### src/rtl/menu_scheduler.sv
// Text-overlay menu sequencer: debounces keypad codes into press events and
// commits screen changes (and the overlay window config) only on vblnk rise.
module menu_scheduler #(
    parameter logic [3:0] KEY_NONE       = 4'h0,
    parameter logic [3:0] KEY_2          = 4'h2,
    parameter logic [3:0] KEY_3          = 4'h3,
    parameter logic [3:0] KEY_4          = 4'h4,
    parameter logic [3:0] KEY_ESC        = 4'hE,
    parameter int         DEBOUNCE_CYC   = 16,
    parameter int         TIMEOUT_FRAMES = 600
) (
    input  logic        clk,
    input  logic        rst,
    input  logic [3:0]  key_i,
    input  logic        vblnk_i,
    output logic [1:0]  state_o,
    output logic [1:0]  select_text_o,
    output logic [10:0] pos_x_o,
    output logic [10:0] pos_y_o,
    output logic [10:0] text_w_o,
    output logic [10:0] text_h_o,
    output logic [1:0]  scale_o,
    output logic        state_chg_o,
    output logic        press_evt_o
);
    typedef enum logic [1:0] {S_MENU, S_TEXT1, S_TEXT2, S_TEXT3} scr_e;

    typedef struct packed {
        logic [10:0] px;
        logic [10:0] py;
        logic [10:0] w;
        logic [10:0] h;
        logic [1:0]  scale;
    } cfg_t;

    localparam int          CW      = $clog2(DEBOUNCE_CYC + 1);
    localparam logic [CW-1:0] CNT_MAX = CW'(DEBOUNCE_CYC - 1);
    localparam logic [9:0]  TO_LAST = (TIMEOUT_FRAMES == 0) ? 10'd0 : 10'(TIMEOUT_FRAMES - 1);

    function automatic cfg_t cfg_of(scr_e s);
        case (s)
            S_MENU:  cfg_of = '{11'd200, 11'd100, 11'd128, 11'd64,  2'd1};
            S_TEXT1: cfg_of = '{11'd200, 11'd200, 11'd512, 11'd128, 2'd0};
            S_TEXT2: cfg_of = '{11'd200, 11'd200, 11'd512, 11'd128, 2'd0};
            default: cfg_of = '{11'd100, 11'd100, 11'd512, 11'd128, 2'd0};
        endcase
    endfunction

    scr_e          state_q, state_d, pend_state_q, pend_state_d, tgt, new_state;
    cfg_t          cfg_q, cfg_d;
    logic [3:0]    key_q;
    logic [CW-1:0] cnt_q, cnt_d;
    logic [9:0]    frm_q, frm_d;
    logic          armed_q, armed_d, pend_valid_q, pend_valid_d, vblnk_q;
    logic          chg_q, chg_d, press_q;
    logic          stable, fire, valid, rise, timeout, commit;

    always_comb begin
        stable  = (key_i == key_q);
        cnt_d   = stable ? ((cnt_q == CNT_MAX) ? cnt_q : cnt_q + 1'b1) : '0;
        fire    = stable && (key_q != KEY_NONE) && (cnt_q == CNT_MAX) && armed_q;
        armed_d = armed_q;
        if (fire)
            armed_d = 1'b0;
        else if (stable && (key_q == KEY_NONE) && (cnt_q == CNT_MAX))
            armed_d = 1'b1;

        // Validity is judged against the committed screen, not the pending one.
        valid = 1'b0;
        tgt   = S_MENU;
        if (state_q == S_MENU) begin
            if (key_q == KEY_2)      begin valid = 1'b1; tgt = S_TEXT1; end
            else if (key_q == KEY_3) begin valid = 1'b1; tgt = S_TEXT2; end
            else if (key_q == KEY_4) begin valid = 1'b1; tgt = S_TEXT3; end
        end else if (key_q == KEY_ESC) begin
            valid = 1'b1;
        end

        rise      = vblnk_i & ~vblnk_q;
        timeout   = rise && (state_q != S_MENU) && !pend_valid_q &&
                    (TIMEOUT_FRAMES != 0) && (frm_q == TO_LAST);
        commit    = rise && (pend_valid_q || timeout);
        new_state = pend_valid_q ? pend_state_q : S_MENU;

        state_d = commit ? new_state : state_q;
        cfg_d   = commit ? cfg_of(new_state) : cfg_q;
        chg_d   = commit && (new_state != state_q);

        // A press landing in the rise cycle is queued for the next frame.
        pend_valid_d = commit ? 1'b0 : pend_valid_q;
        pend_state_d = pend_state_q;
        if (fire && valid) begin
            pend_valid_d = 1'b1;
            pend_state_d = tgt;
        end

        frm_d = frm_q;
        if (commit || fire)
            frm_d = '0;
        else if (rise && (state_q != S_MENU) && (frm_q != 10'h3FF))
            frm_d = frm_q + 10'd1;
    end

    always_ff @(posedge clk) begin
        if (rst) begin
            state_q      <= S_MENU;
            cfg_q        <= cfg_of(S_MENU);
            pend_state_q <= S_MENU;
            pend_valid_q <= 1'b0;
            key_q        <= KEY_NONE;
            cnt_q        <= '0;
            armed_q      <= 1'b1;
            frm_q        <= '0;
            vblnk_q      <= 1'b0;
            chg_q        <= 1'b0;
            press_q      <= 1'b0;
        end else begin
            state_q      <= state_d;
            cfg_q        <= cfg_d;
            pend_state_q <= pend_state_d;
            pend_valid_q <= pend_valid_d;
            key_q        <= key_i;
            cnt_q        <= cnt_d;
            armed_q      <= armed_d;
            frm_q        <= frm_d;
            vblnk_q      <= vblnk_i;
            chg_q        <= chg_d;
            press_q      <= fire;
        end
    end

    assign state_o       = state_q;
    assign select_text_o = state_q;
    assign pos_x_o       = cfg_q.px;
    assign pos_y_o       = cfg_q.py;
    assign text_w_o      = cfg_q.w;
    assign text_h_o      = cfg_q.h;
    assign scale_o       = cfg_q.scale;
    assign state_chg_o   = chg_q;
    assign press_evt_o   = press_q;
endmodule
### config.mk
export PLATFORM = sky130hd
export DESIGN_NAME = menu_scheduler
export DESIGN_NICKNAME = d
export VERILOG_FILES = /design/src/rtl/menu_scheduler.sv
export SDC_FILE = /design/constraint.sdc
export NUM_CORES = 1
export LEC_CHECK = 0
export BUFFER_PORTS_ARGS = -buffer_cell sky130_fd_sc_hd__buf_2
export CAP_MARGIN = 5
export CORE_MARGIN = 1
export CORE_UTILIZATION = 51
export DETAILED_ROUTE_END_ITERATION = 8
export PLACE_DENSITY = 0.8
export SLEW_MARGIN = 0
export SYNTH_ARGS = -nofsm -noshare
export SYNTH_HDL_FRONTEND = slang
export SYNTH_SLANG_ARGS = --single-unit
### constraint.sdc
create_clock -name clk -period 2.39 [get_ports clk]
set_input_delay 0.239 -clock clk [delete_from_list [all_inputs] [get_ports clk]]
set_output_delay 0.239 -clock clk [all_outputs]
set_load 0.02 [all_outputs]
# --- Word-level counts from Yosys, hierarchy flattened ---
# Index checks and enable logic that the tools add are counted.
op_classes:
  add_sub_neg: 2
  eq_ne: 11
  muxes: 15
  bitwise: 3
  n_reduce_logical: 25
op_table:
  columns: ["operator", "count"]
  rows:
  - ["one-hot mux 43 bit (2 select lines)", 1]
  - ["logical AND 1 bit", 12]
  - ["adder 10 x 1 -> 10 bit (second input constant)", 1]
  - ["== test 10 bit (second input constant)", 1]
  - ["2-to-1 mux 2 bit", 5]
  - ["inequality test 10 bit (second input constant)", 1]
  - ["2-to-1 mux 1 bit", 9]
  - ["== test 4 x 2 -> 1 bit (second input constant)", 2]
  - ["nonzero test 2 bit", 3]
  - ["OR reduction 2 bit", 3]
  - ["adder 5 x 1 -> 5 bit (second input constant)", 1]
  - ["== test 5 x 4 -> 1 bit (second input constant)", 1]
  - ["== test 4 x 3 -> 1 bit (second input constant)", 1]
  - ["== test 4 bit", 1]
  - ["== test 4 bit (second input constant)", 1]
  - ["logical NOT 2 bit", 2]
  - ["logical NOT 4 bit", 1]
  - ["nonzero test 4 bit", 1]
  - ["== test 2 x 1 -> 1 bit (second input constant)", 1]
  - ["== test 2 bit (second input constant)", 1]
  - ["logical OR 1 bit", 2]
  - ["inequality test 2 bit", 1]
  - ["NOT 1 bit", 2]
  - ["AND 1 bit", 1]
  - ["logical NOT 1 bit", 1]
word_totals:
  register_bits: 74
  input_bits: 7
  out_inout_bits: 52
  word_cells: 71

# --- Logic depth before layout (Yosys ltp) ---
logic_depth:
  ltp_word: 9
  mapped_depth: 10
  ltp_nobuf: 8

# --- Least setup slack after synthesis ---
# No wires, ideal clock.
synth_timing:
  path_kind: "reg2reg"
  from: "reg cnt_q[0]"
  to: "reg pend_state_q[0]"
  setup_time_ps: 71
  arrival_time_ps: 1916
  required_ps: 2319
  setup_slack_ps: 403
  path_stages_with_launch: 10
  path_buffers: 1
  synth_period_minus_slack_ps: 1987
  cell_sequence: "dfxtp_1 ha_1 and3_1 ha_1 clkbuf_1 nand2_1 nor2_1 nand2_2 or4_1 a21oi_1"
synth_between:
  elab_chain_len: 4
synth_lines:
  columns: ["element", "line", "source"]
  rows:
  - ["start, declared", "52", "logic [CW-1:0] cnt_q, cnt_d;"]
  - ["start signal, assigned", "123", "cnt_q <= cnt_d;"]
  - ["== test 5 x 4 -> 1 bit", "61", "fire = stable && (key_q != KEY_NONE) && (cnt_q == CNT_MAX) && armed_q;"]
  - ["logical AND 1 bit (2 in series)", "61", null]
  - ["logical AND 1 bit", "92", "if (fire && valid) begin"]
  - ["end signal, assigned", "120", "pend_state_q <= pend_state_d;"]
  - ["end, declared", "49", "scr_e state_q, state_d, pend_state_q, pend_state_d, tgt, new_state;"]
# No other way between the ends.
# A chain may end at the register's enable or synchronous reset.

# --- Worst setup path in the final report ---
layout_timing:
  from: "reg cnt_q[0]"
  to: "reg frm_q[1]"
layout_between:
  elab_chain_len: 5
layout_lines:
  columns: ["element", "line", "source"]
  rows:
  - ["== test 5 x 4 -> 1 bit", "61", null]
  - ["logical AND 1 bit (2 in series)", "61", null]
  - ["logical OR 1 bit", "98", "if (commit || fire)"]
  - ["OR reduction 2 bit (no source line)", null, null]
  - ["end signal, assigned", "125", "frm_q <= frm_d;"]
  - ["end, declared", "53", "logic [9:0] frm_q, frm_d;"]
# No other way between the ends.

==> metrics.md <==
| Metric | Value |
|---|---|
| Cts hold-fix bufs | 0 |
| Mean Syn Cell Area | 8.69 um2 |
| FP Rows | 21 |
| Unrepaired setup endpoints after global routing | no |
| GRT Util Overall | 16.3% |
| Status | completed |
| Filler cells | 327 |
| H-tree Lvls | 2 |
| Share of cells above drive strength 1 | 16.8% |
| Largest net degree at the start of global routing | 22 |
| Setup TNS | 0 ns |
| Dpl ws | 0.358 ns |
| Leading area contributor after synthesis | dfxtp_1 |
| Hold Crit Endpoint | key_q[0]$_SDFF_PP0_ |
| Ranking of synthesized cells by area | dfxtp_1 35%, buf_4 16%, nor2_1 5.3%, ha_1 3.9%, xnor2_1 3.6% |
| Synthesized flop and latch total | 34 |
| I/O Buffers | 25 |
| Fin crit period | 2.05 ns |
| Inserted Clock Buffers | 5 |
| First-pass GRT wire length | 5.00 mm |
| NumNets Final | 250 |
| Detailed-route wire length per cell | 10.3 um |
| Mapped Area | 0.00193 mm2 |
| Hold Startpoint | key_i[0] |
| Yosys cell types | 45 |
| R2r setup slk | 0.34 ns |
| Core outline area | 0.00347 mm2 |
| Reg2reg end | frm_q[1]$_SDFFE_PP0P_ |
| WP data arrival | 2.27 ns |
| Worst Path Max Fanout | 10 |
| Post-DRT Antenna Nets | 0 |
| Routability congestion estimate | 0.815 |
| Area growth syn-to-layout | 3.31% |
| Clock latency on the worst-skew pair | 0.29 ns |
| Initial antenna violation count | 0 |
| Final worst slack | 0.337 ns |
| Worst setup path class | flip-flop to flip-flop |
| Peak Freq | 0.487 GHz |
| Vias per inst | 4.77 |
| Hpwl dp | 2.13 mm |
| Die Wd | 63.5 um |
| Root Driver | clkbuf_8 |
| Worst EP required | 2.61 ns |
| Clk sinks | 34 |
| P_leak | 0.855 nW |
| CTS tree | yes |
| Total wire length | 2.92 mm |
| Crit share post-route | 85.9% |
| Number of global-route vias before repair | 1,130 |
| Setup violations, final | 0 |
| Max Buffers Root-to-Sink | 2 |
| Drt drc | 0 |
| Hold Fails Final Rpt | 0 |
| Max VDD drop | 0.339 mV |
| Asr flop ratio synth | 0% |
| Prevailing post-synth register cell | dfxtp_1 |
| Crit Reg-Reg Startpoint | cnt_q[0]$_SDFFE_PP0P_ |
| Hold path depth | 2 |
| Total grt overflow | 0 |
| Die area | 0.00403 mm2 |
| Mapped Cells | 222 |
| Core Util, Final | 57.5% |
| Ports | 59 |
| Die Y | 63.5 um |
| PwrDens | 583 mW/mm2 |
| Clock Pin Slew Worst Setup and Hold Paths | 0.06 ns |
| Worst Max-Slew Pin Slew | 0.573 ns |
| Diodes inserted | 0 |
| Sequential fraction of the synthesis area | 35.3% |
| Post-synth EDFFs | 0 |
| FF-to-FF path depth | 8 |
| Synth top area share | 35.3% |
| Synth warn | 0 |
| Initial DRC Count | 47 |
| First-pass iteration count of the detailed router | 4 |
| Worst hold path type | input port to flip-flop |
| Max cap viols | 0 |
| Clock skew | 0.00245 ns |
| Rel. slew slack | 61.4% |
| Initial Util | 55.6% |
| Fin. max-slew vios | 0 |
| Post-CTS Setup Inserts | 0 |
| CP endpoint kind | flip-flop |
| CTS resizes | 0 |
| Crit path launch type | flip-flop |
| DR vias | 1,356 |
layout make-up:
cell class	instances	area, um2	share of cell area [%]
multi-input cells	166	997	50.0
flip-flops and latches	34	681	34.1
repair buffers	26	133	6.65
clock buffers	8	110	5.52
well taps	46	57.6	2.89
inverters	4	15.0	0.753
sequential cells by signal, summed over array words and instances (netlist names):
| register | cells |
|---|---|
| text_w_o | 2 |
| press_evt_o | 1 |
| armed_q | 1 |
| vblnk_q | 1 |
| pos_x_o | 2 |
| select_text_o | 2 |
| key_q | 4 |
| cnt_q | 5 |
| pos_y_o | 2 |
| state_chg_o | 1 |
| pend_state_q | 2 |
| frm_q | 10 |
| pend_valid_q | 1 |
cell families (layout without fill, tap and decap cells):
| kind of cell | after synthesis | after routing | synth area share [%] |
|---|---|---|---|
| AND/OR/NAND/NOR | 86 | 86 | 23.9 |
| adder cells (fa/ha/maj) | 6 | 6 | 3.89 |
| XOR/XNOR | 17 | 17 | 8.11 |
| AO/OA/AOI/OAI | 18 | 18 | 6.23 |
| other | 2 | 33 | 0.389 |
| buffers and inverters | 53 | 38 | 19.1 |
| flip-flops | 34 | 34 | 35.3 |
| multiplexers | 6 | 6 | 3.11 |
where the power goes:
group | total, mW | internal [mW] | switching, mW
combinational | 0.0870 | 0.0174 | 0.0696
sequential | 0.579 | 0.572 | 0.00714
clock | 0.496 | 0.291 | 0.205
worst max-delay path: stages, from the launching register on:
cell and delay (ns):
dfxtp_1 0.34, ha_1 0.20, and3_1 0.18, ha_1 0.29
nand2_1 0.10, nor2_1 0.06, nand2_2 0.10, or3b_1 0.54
a21oi_1 0.18
placed cells by master (no fill, tap or decap), drive strengths merged, types with 3 or more instances in the layout:
cell type and count:
ha 6, mux2i 6, buf 26, nor2b 7, clkbuf 8, conb 33
inv 4, and3 3, xor2 9, nor4 5, xnor2 8, nand2 17
dfxtp 34, nand3 6, nor2 27, a21oi 7
per-stage QoR:
step                      area [um2]  std cells  hold slack, ns  power [mW]
after floorplan                 2050        253           0.367       0.709
after global placement          1880        276           0.445       0.677
after global routing            1990        284           0.179        1.22
after CTS                       1990        284           0.180        1.17
final                           1990        284           0.186        1.16
after detailed placement        1880        276           0.448       0.678
cells in the mapped netlist, drive strengths merged, types with 2 or more instances:
cell type / instances
buf: 46
dfxtp: 34
nor2: 27
nand2: 17
xor2: 9
xnor2: 8
a21oi: 7
nor2b: 7
ha: 6
mux2i: 6
nand3: 6
nor4: 5
inv: 4
and3: 3
clkbuf: 3
a211o: 2
a21o: 2
and4: 2
conb: 2
nand4: 2
nand4b: 2
nor3: 2
or2: 2
or2b: 2
or3b: 2
how the worst max path moves through the flow:
stage	startpoint	to	slack, ns	depth (start not counted)
2_1_floorplan	cnt_q[0]$_SDFFE_PP0P_	pend_state_q[0]$_SDFFE_PP0P_	0.40	9
3_3_place_gp	cnt_q[0]$_SDFFE_PP0P_	pend_state_q[0]$_SDFFE_PP0P_	0.43	8
3_5_place_dp	cnt_q[0]$_SDFFE_PP0P_	pend_state_q[0]$_SDFFE_PP0P_	0.36	8
4_1_cts	cnt_q[0]$_SDFFE_PP0P_	pend_state_q[0]$_SDFFE_PP0P_	0.34	8
5_1_grt	cnt_q[0]$_SDFFE_PP0P_	pend_state_q[0]$_SDFFE_PP0P_	0.15	8
6_report	cnt_q[0]$_SDFFE_PP0P_	frm_q[1]$_SDFFE_PP0P_	0.34	8
metal layers:
layer	global-route usage, %	part of all wire [%]
met1	19.7	47
met2	24.1	44
met3	7.25	7.7
met4	8.52	1.5
met5	0	0
No activity file was read; power rests on OpenSTA's default activity.
